[config.mk]
export PLATFORM = sky130hd
export DESIGN_NAME = pi_dma_seq
export DESIGN_NICKNAME = d
export VERILOG_FILES = /design/src/rtl/pi_dma_pkg.sv /design/src/rtl/pi_dma_strobe.sv /design/src/rtl/pi_dma_seq.sv
export SDC_FILE = /design/constraint.sdc
export NUM_CORES = 1
export LEC_CHECK = 0
export BUFFER_PORTS_ARGS = -buffer_cell sky130_fd_sc_hd__buf_2
export CAP_MARGIN = 20
export CELL_PAD_IN_SITES_DETAIL_PLACEMENT = 2
export CELL_PAD_IN_SITES_GLOBAL_PLACEMENT = 2
export CORE_MARGIN = 2
export CORE_UTILIZATION = 26
export DETAILED_ROUTE_END_ITERATION = 8
export MAX_ROUTING_LAYER = met4
export PLACE_DENSITY = 0.78
export SKIP_CTS_REPAIR_TIMING = 1
export SYNTH_ARGS = -nofsm -noshare
export SYNTH_HDL_FRONTEND = slang
export SYNTH_SLANG_ARGS = --single-unit
[constraint.sdc]
create_clock -name clk -period 2 [get_ports clk]
set_input_delay 0.1 -clock clk [delete_from_list [all_inputs] [get_ports clk]]
set_output_delay 0.1 -clock clk [all_outputs]
set_load 0.1 [all_outputs]
[src/rtl/pi_dma_pkg.sv]
// pi_dma_pkg: shared state encoding, default strobe length and datapath widths for the PI DMA sequencer
package pi_dma_pkg;
  localparam int MEM_WAIT_DEF = 2;
  localparam int ADDR_W = 24;
  localparam int LEN_W = 16;
  localparam int WAIT_W = 4;
  typedef enum logic [2:0] {S_IDLE, S_FETCH, S_STROBE, S_DELIVER, S_NEXT, S_FINISH} state_t;
endpackage

[src/rtl/pi_dma_strobe.sv]
// pi_dma_strobe: strobe-length down-counter that flags the final cycle of a memory strobe
module pi_dma_strobe
  import pi_dma_pkg::*;
#(
  parameter int MEM_WAIT = MEM_WAIT_DEF
) (
  input  logic clk,
  input  logic rst,
  input  logic load,
  input  logic run,
  output logic last
);
  logic [WAIT_W-1:0] cnt;
  // reload on strobe entry, then count down to zero while the strobe runs
  always_ff @(posedge clk or posedge rst)
    if (rst) cnt <= '0;
    else if (load) cnt <= WAIT_W'(MEM_WAIT - 1);
    else if (run && cnt != '0) cnt <= cnt - 1'b1;
  assign last = run && cnt == '0;
endmodule

[src/rtl/pi_dma_seq.sv]
// pi_dma_seq: byte-serial PI memory DMA sequencer; running checksum enabled by PI_DMA_SUM_EN
module pi_dma_seq
  import pi_dma_pkg::*;
#(
  parameter int MEM_WAIT = MEM_WAIT_DEF
) (
  input  logic              clk,
  input  logic              rst,
  input  logic              cmd_start,
  input  logic              cmd_rd,
  input  logic              cmd_mem,
  input  logic [ADDR_W-1:0] cmd_addr,
  input  logic [LEN_W-1:0]  cmd_len,
  input  logic [7:0]        wr_data,
  input  logic              wr_valid,
  output logic              wr_ready,
  output logic [7:0]        rd_data,
  output logic              rd_valid,
  input  logic              rd_ready,
  output logic [ADDR_W-1:0] pi_addr,
  output logic [7:0]        pi_do,
  input  logic [7:0]        pi_din,
  output logic              pi_oe,
  output logic              pi_we_hi,
  output logic              pi_we_lo,
  output logic              pi_busy,
  output logic              pi_dst_mem,
  output logic              done,
  output logic [15:0]       sum
);
  state_t state, state_n;
  logic rd_q, mem_q, last, load, run;
  logic [LEN_W-1:0] rem;
  logic start_ok;
  assign start_ok = state == S_IDLE && cmd_start;
  assign run = state == S_STROBE;
  assign load = state_n == S_STROBE && state != S_STROBE;
  pi_dma_strobe #(.MEM_WAIT(MEM_WAIT)) u_strobe (
    .clk (clk),
    .rst (rst),
    .load(load),
    .run (run),
    .last(last)
  );
  // state register
  always_ff @(posedge clk or posedge rst)
    if (rst) state <= S_IDLE;
    else state <= state_n;
  // next-state decode
  always_comb begin
    state_n = state;
    case (state)
      S_IDLE:    if (cmd_start) state_n = cmd_len == '0 ? S_FINISH : cmd_rd ? S_STROBE : S_FETCH;
      S_FETCH:   if (wr_valid) state_n = S_STROBE;
      S_STROBE:  if (last) state_n = rd_q ? S_DELIVER : S_NEXT;
      S_DELIVER: if (rd_ready) state_n = S_NEXT;
      S_NEXT:    state_n = rem == LEN_W'(1) ? S_FINISH : rd_q ? S_STROBE : S_FETCH;
      S_FINISH:  state_n = S_IDLE;
      default:   state_n = S_IDLE;
    endcase
  end
  // command latch, byte registers, address and remaining-count stepping
  always_ff @(posedge clk or posedge rst)
    if (rst) begin
      rd_q    <= 1'b0;
      mem_q   <= 1'b0;
      rem     <= '0;
      pi_addr <= '0;
      pi_do   <= '0;
      rd_data <= '0;
    end else begin
      if (start_ok) begin
        rd_q    <= cmd_rd;
        mem_q   <= cmd_mem;
        pi_addr <= cmd_addr;
        rem     <= cmd_len;
      end
      if (state == S_FETCH && wr_valid) pi_do <= wr_data;
      if (run && rd_q && last) rd_data <= pi_din;
      if (state == S_NEXT) begin
        pi_addr <= pi_addr + 1'b1;
        rem     <= rem - 1'b1;
      end
    end
`ifdef PI_DMA_SUM_EN
  // checksum of moved bytes, cleared by each accepted command
  always_ff @(posedge clk or posedge rst)
    if (rst) sum <= '0;
    else if (start_ok) sum <= '0;
    else if (state == S_NEXT) sum <= sum + {8'd0, rd_q ? rd_data : pi_do};
`else
  assign sum = '0;
`endif
  assign wr_ready   = state == S_FETCH;
  assign rd_valid   = state == S_DELIVER;
  assign pi_oe      = run && rd_q;
  assign pi_we_hi   = run && !rd_q && !pi_addr[0];
  assign pi_we_lo   = run && !rd_q && pi_addr[0];
  assign pi_busy    = state != S_IDLE;
  assign pi_dst_mem = pi_busy && mem_q;
  assign done       = state == S_FINISH;
endmodule

==> results.yml <==
status:
  status: "finished, violations left"
  failed_checks: "hold timing, setup timing"
drt:
  vias_per_cell: 5.08
  first_pass_iters: 4
  wl_mm: 13.0
  antenna_left: 0
  via_count: 3643
  wl_per_cell_um: 18.1
  drtIter0Drc: 149
  drc: 0
clock_tree:
  cts_root_buffer: "clkbuf_16"
  clock-sinks: 65
  worstSkewPairLatency_ns: 0.33
  htreeDepth: 3
  cts.clk_slew.worst_paths_ns: 0.05
  cts-buffers-inserted: 9
  clockBufferDepth: 2
  cts_tree: "yes"
sta:
  finalCritPeriodShare: 1.03
  setup_viol: 6
  skew_ns: 0.00525
  setup_slack_ns: -0.0555
  slew_headroom: 0.622
  fmax_mhz: 486
  whs_ns: -0.0251
  worst_pin_slew_ns: 0.566
  hold_viol_final: 7
  min_period_ns: 2.06
  rsz0062_at_grt: "true"
  drv_slew: 0
logic_synthesis:
  synth.distinct_cells: 56
  synth_edf_count: 0
  synthCells: 380
  yosys_warnings: 0
  synth_top_cell_by_area: "dfrtp_1"
  synthArstFlopShare: 1.00
  ys_ff_latch: 65
  synth.top_cell.area_share: 0.453
  ys_top_cells_by_area: "dfrtp_1, nand2_1, mux2_2"
  ys.flop_type: "dfrtp_1"
  ys_seq_area_frac: 0.453
  netlist_area_um2: 3590
  avgSynthCellArea_um2: 9.44
final_layout:
  area.growth.synth_to_final_pct: 43.3
  final.fill_count: 1487
  diodes: 0
  drive_gt1_frac: 0.412
  nets: 604
  final_area_um2: 5140
setup_path:
  cp.buffers_inverters: 0
  cp-start-kind: "flip-flop"
  endpoint_kind: "flip-flop"
  crit_path_top_delay_cell: "or4_4"
  cp.arrival_ns: 2.30
  ff2ff_setup_slack_ns: -0.06
  required_ns: 2.25
  path_cells: "or4_4 -> or4_4 -> a21oi_2 -> nor3_2 -> a221oi_2"
  crit_top_cell: "or4_4"
  crit_family: "simple AND/OR/NAND/NOR gates"
  critical_path.max_fanout: 5
  critical_path_class: "reg -> reg"
  max_stage_delay_ns: 0.56
job:
  cap_viol_max_count: 0
floorplan:
  num_io_pins: 127
  core-area_um2: 13300
  rows: 42
  dieWidth_um: 121
  die-area_um2: 14800
  fp.dieH_um: 121
  initial_core_util: 0.269
global_route:
  grt_max_degree: 40
  first_global_vias: 3947
  grt_pass1_wl_mm: 20.7
  grt_overflow: 0
  globalRouteTotalUtil: 0.185
  grt_antenna_before_repair: 0
placed_design:
  placed_cell_area_um2: 4710
  portBuffers: 110
  place_ws_ns: -0.0423
  gp_congestion: 0.825
  dp_hpwl_mm: 9.77
hold_path:
  hold_class: "in -> reg"
-- path summary, 6_finish.rpt --
| path | depth (start not counted) | to | from |
|---|---|---|---|
| worst min-delay path | 3 | pi_addr[12] | cmd_addr[12] |
| max in group asynchronous | 4 | pi_addr[8] | rst |
| min in group asynchronous | 3 | rem[15] | rst |
| worst min register to register | 2 | mem_q | mem_q |
| worst max-delay path | 5 | u_strobe.cnt[1] | rem[8] |
| worst max register to register | 5 | u_strobe.cnt[1] | rem[8] |
-- registers in the layout, summed over array words and instances (netlist names) --
signal and count:
rem 16, pi_addr 24, state 3, rd_q 1
u_strobe.cnt 4, pi_do 8, mem_q 1, rd_data 8
-- stage by stage --
stage / instances / setup TNS, ns / utilization
floorplan: 395 / -1.31 / -
global placement: 689 / -0.00600 / 0.353
detailed placement: 689 / -0.0423 / 0.353
CTS: 705 / -0.299 / 0.376
global route: 717 / -1.87 / 0.385
finish: 717 / -0.176 / 0.385
-- layout by cell type, fill, tap and decap left out, drive strengths merged, types with 12 or more instances in the layout --
cell type      n
buf          149
clkbuf        14
conb          16
dfrtp         65
dlygate4sd3   12
inv           12
mux2          18
nand2         54
nand3         18
nor2          28
nor3          12
o211ai        16
-- synth_stat cells (4+ instances only) --
master / instances
ha_1: 5
nor2_1: 28
mux2_2: 12
mux2_1: 6
o21ai_0: 6
nand4_1: 7
or4_1: 5
nand3_1: 18
a21oi_1: 11
nor3b_1: 5
nor3_1: 12
o211ai_1: 16
dfrtp_1: 65
a31oi_1: 5
o311ai_0: 8
nand2_1: 54
buf_4: 16
and2_1: 5
clkbuf_1: 15
or3_1: 5
and3_1: 4
nor4_1: 6
a211oi_1: 7
inv_1: 12
-- cell type report --
type / instances / area, µm² / area share
timing repair buffer: 161 / 1020 / 0.199
clock inverter: 2 / 35.0 / 0.00681
tap: 176 / 220 / 0.0428
multi-input combinational: 287 / 1890 / 0.368
clock buffer: 14 / 274 / 0.0533
sequential: 65 / 1650 / 0.321
inverter: 12 / 45.0 / 0.00876
-- layer usage --
layer	part of all wire	global-route usage	vias up	routed length [µm]
li1	-	-	1692	-
met4	0.0095	0.0532	0	123
met1	0.45	0.233	1835	5820
met5	0	-	-	0
met3	0.053	0.0381	13	683
met2	0.49	0.301	103	6360
-- worst reg2reg max path, cell delays in order (launching register included) --
cell	delay, ns
dfrtp_1	0.37
or4_4	0.56
or4_4	0.56
a21oi_2	0.15
nor3_2	0.09
a221oi_2	0.24
-- logic make-up after synthesis --
logic type,share of synthesized area
other,0.00105
XOR/XNOR,0.00732
AND/OR/NAND/NOR,0.234
buffers and inverters,0.0617
flip-flops,0.453
multiplexers,0.0621
AO/OA/AOI/OAI,0.163
adder cells (fa/ha/maj),0.0174
Power is left out: the tool's default activity adds up to more than one toggle a clock period on the data nets, which glitch-free logic cannot reach.
